## src/rtl/alu_result_monitor.sv

```systemverilog
// alu_result_monitor: FIFO capture of ALU result/flag samples with saturating drop and flag counters.
// Define FLAG_STATS_EN to build the four flag event counters; otherwise they read 0.
module alu_result_monitor #(
  parameter int WIDTH = 4,
  parameter int DEPTH = 8,
  parameter int CNT_WIDTH = 8
) (
  input  logic                     i_clk,
  input  logic                     i_rst,
  input  logic                     i_clear,
  input  logic                     i_valid,
  input  logic [WIDTH-1:0]         i_result,
  input  logic [3:0]               i_flag,
  output logic                     o_ready,
  output logic                     o_rd_valid,
  input  logic                     i_rd_ready,
  output logic [WIDTH-1:0]         o_rd_result,
  output logic [3:0]               o_rd_flag,
  output logic [$clog2(DEPTH):0]   o_count,
  output logic                     o_full,
  output logic                     o_empty,
  output logic [CNT_WIDTH-1:0]     o_drop_cnt,
  output logic [CNT_WIDTH-1:0]     o_cnt_err,
  output logic [CNT_WIDTH-1:0]     o_cnt_neg,
  output logic [CNT_WIDTH-1:0]     o_cnt_pos,
  output logic [CNT_WIDTH-1:0]     o_cnt_ovf
);
  localparam int AW = $clog2(DEPTH);
  typedef enum logic [1:0] {EMPTY, PARTIAL, FULL} state_t;
  state_t state, state_nxt;
  logic [WIDTH+3:0] mem [DEPTH];
  logic [AW-1:0] wptr, rptr;
  logic [AW:0] count, count_nxt;
  logic push, pop, drop;
  function automatic logic [CNT_WIDTH-1:0] sat_inc(input logic [CNT_WIDTH-1:0] c, input logic en);
    return (en && !(&c)) ? c + CNT_WIDTH'(1) : c;
  endfunction
  assign o_full = state == FULL;
  assign o_empty = state == EMPTY;
  assign o_ready = !o_full;
  assign o_rd_valid = !o_empty;
  assign o_count = count;
  assign push = i_valid && o_ready;
  assign pop = o_rd_valid && i_rd_ready;
  assign drop = i_valid && o_full;
  assign o_rd_result = o_rd_valid ? mem[rptr][WIDTH-1:0] : '0;
  assign o_rd_flag = o_rd_valid ? mem[rptr][WIDTH+3:WIDTH] : '0;
  always_comb begin
    count_nxt = (push && !pop) ? count + (AW+1)'(1) : (pop && !push) ? count - (AW+1)'(1) : count;
    state_nxt = (count_nxt == '0) ? EMPTY : (count_nxt == (AW+1)'(DEPTH)) ? FULL : PARTIAL;
  end
  always_ff @(posedge i_clk or posedge i_rst)
    if (i_rst) begin
      state <= EMPTY;
      count <= '0;
      wptr <= '0;
      rptr <= '0;
      o_drop_cnt <= '0;
    end else if (i_clear) begin
      state <= EMPTY;
      count <= '0;
      wptr <= '0;
      rptr <= '0;
      o_drop_cnt <= '0;
    end else begin
      state <= state_nxt;
      count <= count_nxt;
      if (push) wptr <= wptr + AW'(1);
      if (pop) rptr <= rptr + AW'(1);
      o_drop_cnt <= sat_inc(o_drop_cnt, drop);
    end
  // storage needs no reset: the read port is gated by o_rd_valid
  always_ff @(posedge i_clk)
    if (push && !i_clear) mem[wptr] <= {i_flag, i_result};
`ifdef FLAG_STATS_EN
  logic [CNT_WIDTH-1:0] flag_cnt [4];
  always_ff @(posedge i_clk or posedge i_rst)
    if (i_rst) begin
      for (int i = 0; i < 4; i++) flag_cnt[i] <= '0;
    end else begin
      for (int i = 0; i < 4; i++) flag_cnt[i] <= i_clear ? '0 : sat_inc(flag_cnt[i], push && i_flag[i]);
    end
  assign o_cnt_err = flag_cnt[0];
  assign o_cnt_neg = flag_cnt[1];
  assign o_cnt_pos = flag_cnt[2];
  assign o_cnt_ovf = flag_cnt[3];
`else
  assign o_cnt_err = '0;
  assign o_cnt_neg = '0;
  assign o_cnt_pos = '0;
  assign o_cnt_ovf = '0;
`endif
endmodule

```

## config.mk

```make
export PLATFORM = sky130hd
export DESIGN_NAME = alu_result_monitor
export DESIGN_NICKNAME = d
export VERILOG_FILES = /design/src/rtl/alu_result_monitor.sv
export SDC_FILE = /design/constraint.sdc
export NUM_CORES = 1
export LEC_CHECK = 0
export ABC_AREA = 1
export CORE_MARGIN = 4
export CORE_UTILIZATION = 40
export DETAILED_ROUTE_END_ITERATION = 8
export SYNTH_ARGS = -nofsm -noshare
export SYNTH_HDL_FRONTEND = slang
export SYNTH_SLANG_ARGS = --single-unit
```

## constraint.sdc

```tcl
create_clock -name i_clk -period 2.69 [get_ports i_clk]
set_input_delay 0.538 -clock i_clk [delete_from_list [all_inputs] [get_ports i_clk]]
set_output_delay 0.538 -clock i_clk [all_outputs]
set_load 0.01 [all_outputs]
```

==> impl_metrics.xml <==
<?xml version="1.0" encoding="UTF-8"?>
<metrics>
  <group name="cells_and_area">
    <metric name="antenna_cells" unit="">0</metric>
    <metric name="areaGrowthSynthToFinish" unit="%">17.6</metric>
    <metric name="post-route-cell-area" unit="mm2">0.00466</metric>
    <metric name="utilization" unit="%">47.9</metric>
    <metric name="layout-drive-gt1-share" unit="%">9.98</metric>
    <metric name="nets" unit="">444</metric>
  </group>
  <group name="power">
    <metric name="power.net_switching" unit="W">0.000777</metric>
    <metric name="switching_share" unit="%">27.3</metric>
    <metric name="totalPowerFinal" unit="W">0.00285</metric>
    <metric name="share_seq_of_total_power" unit="%">51.1</metric>
    <metric name="power_density" unit="mW/mm2">611</metric>
    <metric name="total_leakage_power" unit="nW">1.85</metric>
    <metric name="intPower" unit="W">0.00207</metric>
    <metric name="power_share_of_the_clock_group" unit="%">31.5</metric>
    <metric name="p_comb_share" unit="%">17.4</metric>
    <metric name="peakVddDrop" unit="mV">0.224</metric>
  </group>
  <group name="synthesis">
    <metric name="synth_seq_area_share" unit="%">61.1</metric>
    <metric name="synth.largest_area_cell" unit="">edfxtp_1</metric>
    <metric name="synth_enable_flop_cells" unit="">64</metric>
    <metric name="post_synth_top_flop" unit="">edfxtp_1</metric>
    <metric name="ys_async_sr_fraction" unit="%">23.8</metric>
    <metric name="yosys.cell_count.top_type" unit="">nor2_1</metric>
    <metric name="post_syn_area_per_cell" unit="um2">10.5</metric>
    <metric name="post_synthesis_cell_count" unit="">377</metric>
    <metric name="synth_top_cell_area_share" unit="%">48.5</metric>
    <metric name="synth_area" unit="mm2">0.00396</metric>
    <metric name="synth.cells.most_frequent" unit="">67 x nor2_1, 64 x edfxtp_1, 45 x nand2_1</metric>
    <metric name="synth_warnings" unit="">0</metric>
    <metric name="netlist_top_cells_area" unit="">edfxtp_1 48%, dfrtp_1 13%, nor2_1 6.3%, buf_4 6.1%, o21ai_0 5.3%</metric>
    <metric name="ys_seq_elements" unit="">84</metric>
    <metric name="yosysUniqueCellTypes" unit="">32</metric>
  </group>
  <group name="cts">
    <metric name="cts_sinks" unit="">84</metric>
    <metric name="tritoncts" unit="">done</metric>
    <metric name="cts_buffers" unit="">9</metric>
    <metric name="largest_buffer_count_on_any_clock_path" unit="">2</metric>
    <metric name="cts.htree.levels" unit="">3</metric>
    <metric name="ctsResizeCount" unit="">0</metric>
    <metric name="cts_setup_buffers" unit="">0</metric>
    <metric name="postCtsHoldBufs" unit="">0</metric>
    <metric name="clock_latency" unit="ns">0.35</metric>
    <metric name="worst_setup_hold_path_clk_slew" unit="ns">0.09</metric>
    <metric name="cts.root.buffer_cell" unit="">clkbuf_8</metric>
  </group>
  <group name="route">
    <metric name="firstDrtPassIters" unit="">5</metric>
    <metric name="totalWireLength" unit="um">7890</metric>
    <metric name="drtAntennaViolNets" unit="">0</metric>
    <metric name="routed-via-count" unit="">2679</metric>
    <metric name="detail_route.wl_per_cell" unit="um">14.0</metric>
    <metric name="drt-initial-drc-count" unit="">108</metric>
    <metric name="drcViolationCount" unit="">0</metric>
    <metric name="routed_via_density" unit="">4.75</metric>
  </group>
  <group name="min_path">
    <metric name="whs_endpoint" unit="">o_drop_cnt[4]</metric>
    <metric name="hold_path_class" unit="">flop to flop</metric>
    <metric name="worstHoldStart" unit="">o_drop_cnt[4]</metric>
    <metric name="hold_path_depth" unit="">2</metric>
  </group>
  <group name="sta">
    <metric name="timing.final.max_slew_violations" unit="">0</metric>
    <metric name="min_period_over_period" unit="%">96.9</metric>
    <metric name="layout_min_cycle_time" unit="ns">2.61</metric>
    <metric name="setup_repair_after_global_routing_missed_its_margin" unit="">true</metric>
    <metric name="worst_clock_skew" unit="ns">0.0138</metric>
    <metric name="timing.max_slew.rel_slack" unit="%">46.8</metric>
    <metric name="maxClockFrequency" unit="GHz">0.384</metric>
    <metric name="final_sum_of_negative_setup_slack" unit="ns">0</metric>
    <metric name="final-setup-viol-count" unit="">0</metric>
    <metric name="hold_viol_final" unit="">0</metric>
    <metric name="worst_slew_pin_slew" unit="ns">0.797</metric>
  </group>
  <group name="worst_setup_path">
    <metric name="cpLargestDelayFamily" unit="">buffers and inverters</metric>
    <metric name="critical-path-slowest-cell" unit="">clkdlybuf4s50_1</metric>
    <metric name="cp_slowest_stage_delay" unit="ns">0.56</metric>
    <metric name="critPathLaunchType" unit="">flop</metric>
    <metric name="worstRegToRegCells" unit="">7</metric>
    <metric name="timing.critical_path.buf_inv" unit="">2</metric>
    <metric name="cp_required" unit="ns">2.15</metric>
    <metric name="cell_breakdown_of_the_critical_path" unit="">buf_8 &gt; nor2_1 &gt; nor2_1 &gt; o21ai_0 &gt; o21ai_0 &gt; o21ai_0 &gt; nor2_1 &gt; clkdlybuf4s50_1</metric>
    <metric name="ff2ff_setup_slack" unit="ns">1.03</metric>
    <metric name="r2r_end" unit="">mem[0][3]</metric>
    <metric name="criticalPathCategory" unit="">flop to primary output</metric>
    <metric name="setup.worst_path.end_class" unit="">primary output</metric>
    <metric name="worst_flop_to_flop_path_startpoint" unit="">state[0]</metric>
    <metric name="path_max_fanout" unit="">18</metric>
    <metric name="data_arrival_critical_path" unit="ns">2.07</metric>
  </group>
  <group name="place">
    <metric name="portBuffers" unit="">36</metric>
    <metric name="dpl-instance-area" unit="mm2">0.00445</metric>
    <metric name="weighted_congestion_reported_at_the_end_of_routability_driven_placement" unit="">0.768</metric>
    <metric name="dp_hpwl" unit="um">5230</metric>
  </group>
  <group name="die">
    <metric name="std_cell_rows" unit="">36</metric>
    <metric name="horizontal_die_dimension" unit="um">108</metric>
    <metric name="number_of_i_o_pins" unit="">69</metric>
    <metric name="die_area" unit="mm2">0.0116</metric>
    <metric name="initial_utilization" unit="%">40.7</metric>
    <metric name="core-area" unit="mm2">0.00973</metric>
    <metric name="die_y" unit="um">108</metric>
  </group>
  <group name="global_route">
    <metric name="global_route.overflow_total" unit="">0</metric>
    <metric name="grt_start_max_net_pins" unit="">35</metric>
    <metric name="via_count_of_the_first_global_routing_pass" unit="">2509</metric>
    <metric name="grt_usage" unit="%">14.2</metric>
    <metric name="grt_first_pass_wirelength" unit="um">12500</metric>
    <metric name="grt_antenna_before_repair" unit="">0</metric>
  </group>
  <group name="run_status">
    <metric name="run_status" unit="">finished, final reports clean</metric>
  </group>
  <group name="flow_run">
    <metric name="max_cap_violations" unit="">0</metric>
  </group>
</metrics>
[cells by family after synthesis]
| kind of cell | count (synthesis) | share of synthesized area, % |
|---|---|---|
| AO/OA/AOI/OAI | 66 | 9.06 |
| XOR/XNOR | 4 | 0.884 |
| adder cells (fa/ha/maj) | 5 | 1.58 |
| buffers and inverters | 68 | 9.69 |
| flip-flops | 84 | 61.1 |
| multiplexers | 8 | 2.02 |
| other | 1 | 0.0946 |
| AND/OR/NAND/NOR | 141 | 15.6 |
[area by class of cell]
class / instances / area [um2]
Clock buffer: 10 / 128
Clock inverter: 6 / 72.6
Fill cell: 913 / 5070
Inverter: 25 / 93.8
Multi-Input combinational cell: 256 / 1270
Sequential cell: 84 / 2420
Tap cell: 133 / 166
Timing Repair Buffer: 50 / 507
[metal layers]
metal | track usage (%) | vias to the layer above | part of all wire (%)
li1 | - | 1323 | -
met1 | 19.0 | 1269 | 46
met2 | 22.6 | 79 | 47
met3 | 3.60 | 8 | 5.9
met4 | 4.33 | 0 | 1.3
met5 | 0 | - | 0
[power groups by stage]
stage / Combinational [W] / Clock [W] / Sequential, W
detailed placement: 0.000498 / 0 / 0.00148
global placement: 0.000489 / 0 / 0.00148
global route: 0.000554 / 0.000983 / 0.00146
finish: 0.000496 / 0.000897 / 0.00146
floorplan: 0.000326 / 0 / 0.00148
CTS: 0.000501 / 0.000925 / 0.00146
[placed cells by master (no fill, tap or decap), types with 5 or more instances in the layout]
cell type        instances
edfxtp_1                64
nand3_1                  9
a21oi_1                  8
dfrtp_1                 20
nand2_1                 45
clkbuf_8                 9
clkdlybuf4s50_1         34
ha_1                     5
nor2_1                  67
o21ai_0                 42
mux2i_1                  8
conb_1                  32
buf_4                   10
inv_1                   23
o21ai_1                  5
o22ai_1                  8
[sequential cells by signal, indices dropped and copies added, names as in the netlist]
name and flops:
mem 64, o_drop_cnt 8, o_count 4, rptr 3
wptr 3, state 2
[worst max-delay path by stage]
stage / endpoint / from / depth (start not counted) / slack (ns)
4_1_cts: o_rd_flag[0] / rptr[0] / 8 / 0.03
5_1_grt: o_rd_flag[1] / rptr[0] / 8 / -0.08
3_5_place_dp: o_rd_flag[0] / rptr[0] / 8 / 0.42
6_report: o_rd_flag[0] / rptr[0] / 8 / 0.08
2_1_floorplan: o_rd_flag[0] / rptr[0] / 7 / 0.91
3_3_place_gp: o_rd_result[0] / rptr[0] / 8 / 0.44
[tightest hold or removal path, cell delays in order (launching register included)]
cell and delay [ns]:
dfrtp_1 0.42, nand2_1 0.07, nand2_1 0.05
[through the flow]
step / std cells / worst slack [ns] / hold slack, ns
3_5_place_dp: 548 / 0.420 / 0.548
3_3_place_gp: 548 / 0.443 / 0.542
4_1_cts: 564 / 0.0330 / 0.575
6_report: 564 / 0.0841 / 0.572
5_1_grt: 564 / -0.0773 / 0.620
2_1_floorplan: 408 / 0.913 / 0.502
No activity file was read; power rests on OpenSTA's default activity.
